$ cat src/rtl/gcd_stein_hs.sv
// rtl/gcd_stein_hs.sv - binary (Stein) GCD engine, one shift/subtract step per clock
module gcd_stein_hs #(
    parameter int  DATA_WIDTH = 8,
    localparam int CNT_W      = $clog2(2 * DATA_WIDTH + 2),
    localparam int K_W        = $clog2(DATA_WIDTH + 1)
) (
    input  logic                  clk_i,
    input  logic                  reset_i,
    input  logic                  in_valid_i,
    output logic                  in_ready_o,
    input  logic [DATA_WIDTH-1:0] operand_a_i,
    input  logic [DATA_WIDTH-1:0] operand_b_i,
    output logic                  out_valid_o,
    input  logic                  out_ready_i,
    output logic [DATA_WIDTH-1:0] gcd_o,
    output logic                  zero_o,
    output logic [CNT_W-1:0]      cycles_o,
    output logic                  busy_o
);

    typedef enum logic [1:0] {
        S_IDLE = 2'd0,
        S_CALC = 2'd1,
        S_DONE = 2'd2
    } state_t;

    state_t                state_q, state_d;
    logic [DATA_WIDTH-1:0] a_q, a_d;
    logic [DATA_WIDTH-1:0] b_q, b_d;
    logic [K_W-1:0]        k_q, k_d;
    logic [CNT_W-1:0]      cnt_q, cnt_d;
    logic [DATA_WIDTH-1:0] gcd_q, gcd_d;
    logic                  zero_q, zero_d;
    logic [CNT_W-1:0]      cycles_q, cycles_d;

    logic [DATA_WIDTH-1:0] diff_ab;
    logic [DATA_WIDTH-1:0] diff_ba;
    logic [CNT_W-1:0]      cnt_inc;

    // Only the positive difference is ever selected, so wrap-around never reaches the registers.
    assign diff_ab = a_q - b_q;
    assign diff_ba = b_q - a_q;
    assign cnt_inc = cnt_q + 1'b1;

    always_ff @(posedge clk_i) begin
        if (reset_i) begin
            state_q  <= S_IDLE;
            a_q      <= '0;
            b_q      <= '0;
            k_q      <= '0;
            cnt_q    <= '0;
            gcd_q    <= '0;
            zero_q   <= 1'b0;
            cycles_q <= '0;
        end else begin
            state_q  <= state_d;
            a_q      <= a_d;
            b_q      <= b_d;
            k_q      <= k_d;
            cnt_q    <= cnt_d;
            gcd_q    <= gcd_d;
            zero_q   <= zero_d;
            cycles_q <= cycles_d;
        end
    end

    always_comb begin
        state_d  = state_q;
        a_d      = a_q;
        b_d      = b_q;
        k_d      = k_q;
        cnt_d    = cnt_q;
        gcd_d    = gcd_q;
        zero_d   = zero_q;
        cycles_d = cycles_q;

        case (state_q)
            S_IDLE: begin
                if (in_valid_i) begin
                    a_d   = operand_a_i;
                    b_d   = operand_b_i;
                    k_d   = '0;
                    cnt_d = '0;
                    // A zero operand short-circuits straight to DONE with zero iterations.
                    if (operand_a_i == '0 && operand_b_i == '0) begin
                        gcd_d    = '0;
                        zero_d   = 1'b1;
                        cycles_d = '0;
                        state_d  = S_DONE;
                    end else if (operand_a_i == '0) begin
                        gcd_d    = operand_b_i;
                        zero_d   = 1'b0;
                        cycles_d = '0;
                        state_d  = S_DONE;
                    end else if (operand_b_i == '0) begin
                        gcd_d    = operand_a_i;
                        zero_d   = 1'b0;
                        cycles_d = '0;
                        state_d  = S_DONE;
                    end else begin
                        state_d = S_CALC;
                    end
                end
            end

            S_CALC: begin
                cnt_d = cnt_inc;
                if (a_q == b_q) begin
                    gcd_d    = a_q << k_q;
                    zero_d   = 1'b0;
                    cycles_d = cnt_inc;
                    state_d  = S_DONE;
                end else if (!a_q[0] && !b_q[0]) begin
                    a_d = a_q >> 1;
                    b_d = b_q >> 1;
                    k_d = k_q + 1'b1;
                end else if (!a_q[0]) begin
                    a_d = a_q >> 1;
                end else if (!b_q[0]) begin
                    b_d = b_q >> 1;
                end else if (a_q > b_q) begin
                    a_d = diff_ab >> 1;
                end else begin
                    b_d = diff_ba >> 1;
                end
            end

            S_DONE: begin
                if (out_ready_i) begin
                    state_d = S_IDLE;
                end
            end

            default: begin
                state_d = S_IDLE;
            end
        endcase
    end

    assign in_ready_o  = (state_q == S_IDLE);
    assign out_valid_o = (state_q == S_DONE);
    assign busy_o      = (state_q != S_IDLE);
    assign gcd_o       = gcd_q;
    assign zero_o      = zero_q;
    assign cycles_o    = cycles_q;

endmodule

$ cat config.mk
export PLATFORM = sky130hd
export DESIGN_NAME = gcd_stein_hs
export DESIGN_NICKNAME = d
export VERILOG_FILES = /design/src/rtl/gcd_stein_hs.sv
export SDC_FILE = /design/constraint.sdc
export NUM_CORES = 1
export LEC_CHECK = 0
export ABC_AREA = 1
export BUFFER_PORTS_ARGS = -buffer_cell sky130_fd_sc_hd__buf_2
export CAP_MARGIN = 20
export CORE_MARGIN = 4
export CORE_UTILIZATION = 64
export DETAILED_ROUTE_END_ITERATION = 10
export PLACE_DENSITY = 0.93
export REMOVE_ABC_BUFFERS = 1
export SETUP_SLACK_MARGIN = 0.4
export SLEW_MARGIN = 10
export SYNTH_ARGS = -nofsm -noshare
export SYNTH_HDL_FRONTEND = slang
export SYNTH_SLANG_ARGS = --single-unit
$ cat constraint.sdc
create_clock -name clk_i -period 4 [get_ports clk_i]
set_clock_uncertainty 0.05 [all_clocks]
set_input_delay 0.4 -clock clk_i [delete_from_list [all_inputs] [get_ports clk_i]]
set_output_delay 0.4 -clock clk_i [all_outputs]
set_load 0.01 [all_outputs]
==> results.json <==
{
  "worstSetupPathType": "reg -> reg",
  "hpwl_um": 6680,
  "yosysUniqueCellTypes": 42,
  "hp-start": "out_ready_i",
  "peakVddDrop_v": 0.000338,
  "r2r_cells": 14,
  "post_drt_wl_per_cell_um": 14.5,
  "seq_area_sq_um": 821,
  "vias": 3604,
  "antenna_found_initial": 0,
  "min_to": "state_q[1]$_SDFFE_PP0P_",
  "ioPinCount": 37,
  "setup_viol": 0,
  "drtIter0Drc": 393,
  "gr-total-overflow": 0,
  "num_rows": 25,
  "worst_slack_ps": 1510,
  "synth_ff_type": "dfxtp_1",
  "async_reset_ff_share_pct": 0,
  "die_x_um": 80.1,
  "cp.arrival_ps": 2680,
  "clk_latency_ps": 300,
  "drc": 0,
  "slew_headroom_pct": 54.9,
  "critPathLaunchType": "flop",
  "startpoint": "a_q[0]$_SDFFE_PP0P_",
  "cts_htree_levels": 2,
  "status": "finished clean",
  "slew_viol_final": 0,
  "r2r-start": "a_q[0]$_SDFFE_PP0P_",
  "r2r_end": "a_q[7]$_SDFFE_PP0P_",
  "final_common_cell": "nand2_1",
  "synth_seq_area_share_pct": 24.7,
  "crit_family": "simple AND/OR/NAND/NOR gates",
  "die_y_um": 80.1,
  "power_w": 0.00225,
  "crit_required_ps": 4190,
  "vias_per_cell": 5.84,
  "clkTransAtPathRegs_ps": 80,
  "grt_util_all_layers_pct": 29.1,
  "io_buffers": 36,
  "postCtsHoldBufs": 0,
  "critical_path.most_common_cell": "nand2_1",
  "final_cell_mix": "nand2_1 (141), inv_1 (78), a21oi_1 (58), nor2_1 (41), dfxtp_1 (41)",
  "yosysWarnings": 0,
  "cp_num_buf_inv": 2,
  "drv_cap": 0,
  "cts_tree": "done",
  "leakagePower_nw": 1.71,
  "cts_made_buffers": 5,
  "cp-end-kind": "flop",
  "worst_path_largest_cell_delay_ps": 450,
  "dr.pass1.iters": 6,
  "syn-instance-count": 525,
  "floorplan.initialDensity_pct": 68.1,
  "place_area_sq_mm": 0.00347,
  "hold_viol": 0,
  "slowest_stage": "dfxtp_1",
  "ant_nets": 0,
  "synth_edf_count": 0,
  "syn_area_per_cell_sq_um": 6.33,
  "fin_nets": 592,
  "drive_gt1_share_pct": 14.0,
  "rsz0062_at_grt": "false",
  "syn_area_sq_mm": 0.00332,
  "power_density_mw_per_mm2": 630,
  "fmax_ghz": 0.401,
  "diodes": 0,
  "clock_path_buffers": 2,
  "grt_max_degree": 28,
  "clock-sinks": 41,
  "core_sq_mm": 0.00488,
  "whs_path_depth": 4,
  "die_area_sq_mm": 0.00641,
  "worstMarginPinSlew_ps": 676,
  "clockRootBuffer": "clkbuf_8",
  "finalCritPeriodShare_pct": 62.3,
  "yosys_register_bits": 41,
  "place_ws_ps": 1600,
  "drt_wl_total_um": 8940,
  "tns_ps": 0,
  "finalCriticalPeriod_ps": 2490,
  "fin_area_sq_mm": 0.00358,
  "cts_setup_buffers": 0,
  "rrSetupSlack_ps": 1510,
  "area_delta_synth_final_pct": 7.61,
  "multi_input_area_sq_mm": 0.00208,
  "holdCritPathClass": "in -> reg",
  "path_max_fanout": 8,
  "grt_pass1_wl_um": 14900,
  "fin_util_pct": 73.3,
  "grt_pass1_vias": 3332,
  "fillCellCount": 415,
  "path_cells": "inv_1, ha_1, fa_1, inv_1, nand3_1, nand2_1, nand2_1, nand2_1, nand2_2, nand2_1, nand2_4, nand2_4, o21ai_0, nor2_1",
  "cts_resized": 0,
  "gp_congestion": 0.957
}
## power breakdown
part	switching [W]	internal, W	leakage, nW
registers	0.0000990	0.000488	0.337
clock network	0.000148	0.000181	0.0540
logic	0.000890	0.000444	1.32
## worst max-delay path by stage
stage	cells past startpoint	endpoint	slack, ps
2_1_floorplan	15	a_q[1]$_SDFFE_PP0P_	1870
3_5_place_dp	14	a_q[1]$_SDFFE_PP0P_	1600
3_3_place_gp	14	a_q[1]$_SDFFE_PP0P_	1720
5_1_grt	14	a_q[7]$_SDFFE_PP0P_	1300
6_report	14	a_q[7]$_SDFFE_PP0P_	1510
4_1_cts	14	a_q[2]$_SDFFE_PP0P_	1540
## synthesized netlist by cell type, drive strengths merged (3+ instances only)
master    n  share of area [%]
a21oi    60                9.3
a31oi     3               0.56
buf      12                2.8
clkbuf    6               0.68
dfxtp    41                 25
ha       20                7.5
inv      81                9.1
nand2   149                 18
nand3    27                4.6
nand4     6                1.1
nor2     51                7.5
nor3      9                1.5
o211ai    4               0.90
o21a      3               0.68
o21ai    29                4.8
o22ai     3               0.56
or2       5               0.94
xor2      5                1.3
## worst min-delay path: cells and delay by family
kind	cells	cell delay, ps
buffers and inverters	1	80
and+or+nand+nor	3	170
## registers in the layout, summed over array words and instances, names as in the netlist
register and flops:
state_q 2, cnt_q 5, gcd_o 8, zero_o 1, a_q 8, b_q 8, cycles_o 5, k_q 4
## layout make-up
class                      count  share of cell area (%)
multi-input combinational    384                    58.2
sequential                    41                    23.0
clock inverter                 2                   0.980
clock buffer                   5                    1.92
timing repair buffer          36                    5.04
tap                           67                    2.34
inverter                      82                    8.61
## per-stage QoR
stage,hold WS [ps],cells
6_report,343,617
5_1_grt,360,617
4_1_cts,359,617
3_5_place_dp,391,610
3_3_place_gp,381,610
2_1_floorplan,388,507
## routing by layer
metal,wire length [um],vias up,GRT usage [%]
li1,-,1722,-
met1,3700,1633,38.9
met2,4130,214,46.8
met3,860,35,4.93
met4,250,0,11.1
met5,0,-,0
## cells by family (layout without fill, tap and decap cells)
group,Yosys count,in the layout,share of synthesized area [%]
XOR/XNOR,7,7,1.84
flip-flops,41,41,24.7
AND/OR/NAND/NOR,249,249,34.0
adder cells (fa/ha/maj),22,22,8.73
AO/OA/AOI/OAI,106,106,18.0
buffers and inverters,100,125,12.7
Note: power is estimated with default switching activity, not from simulation.
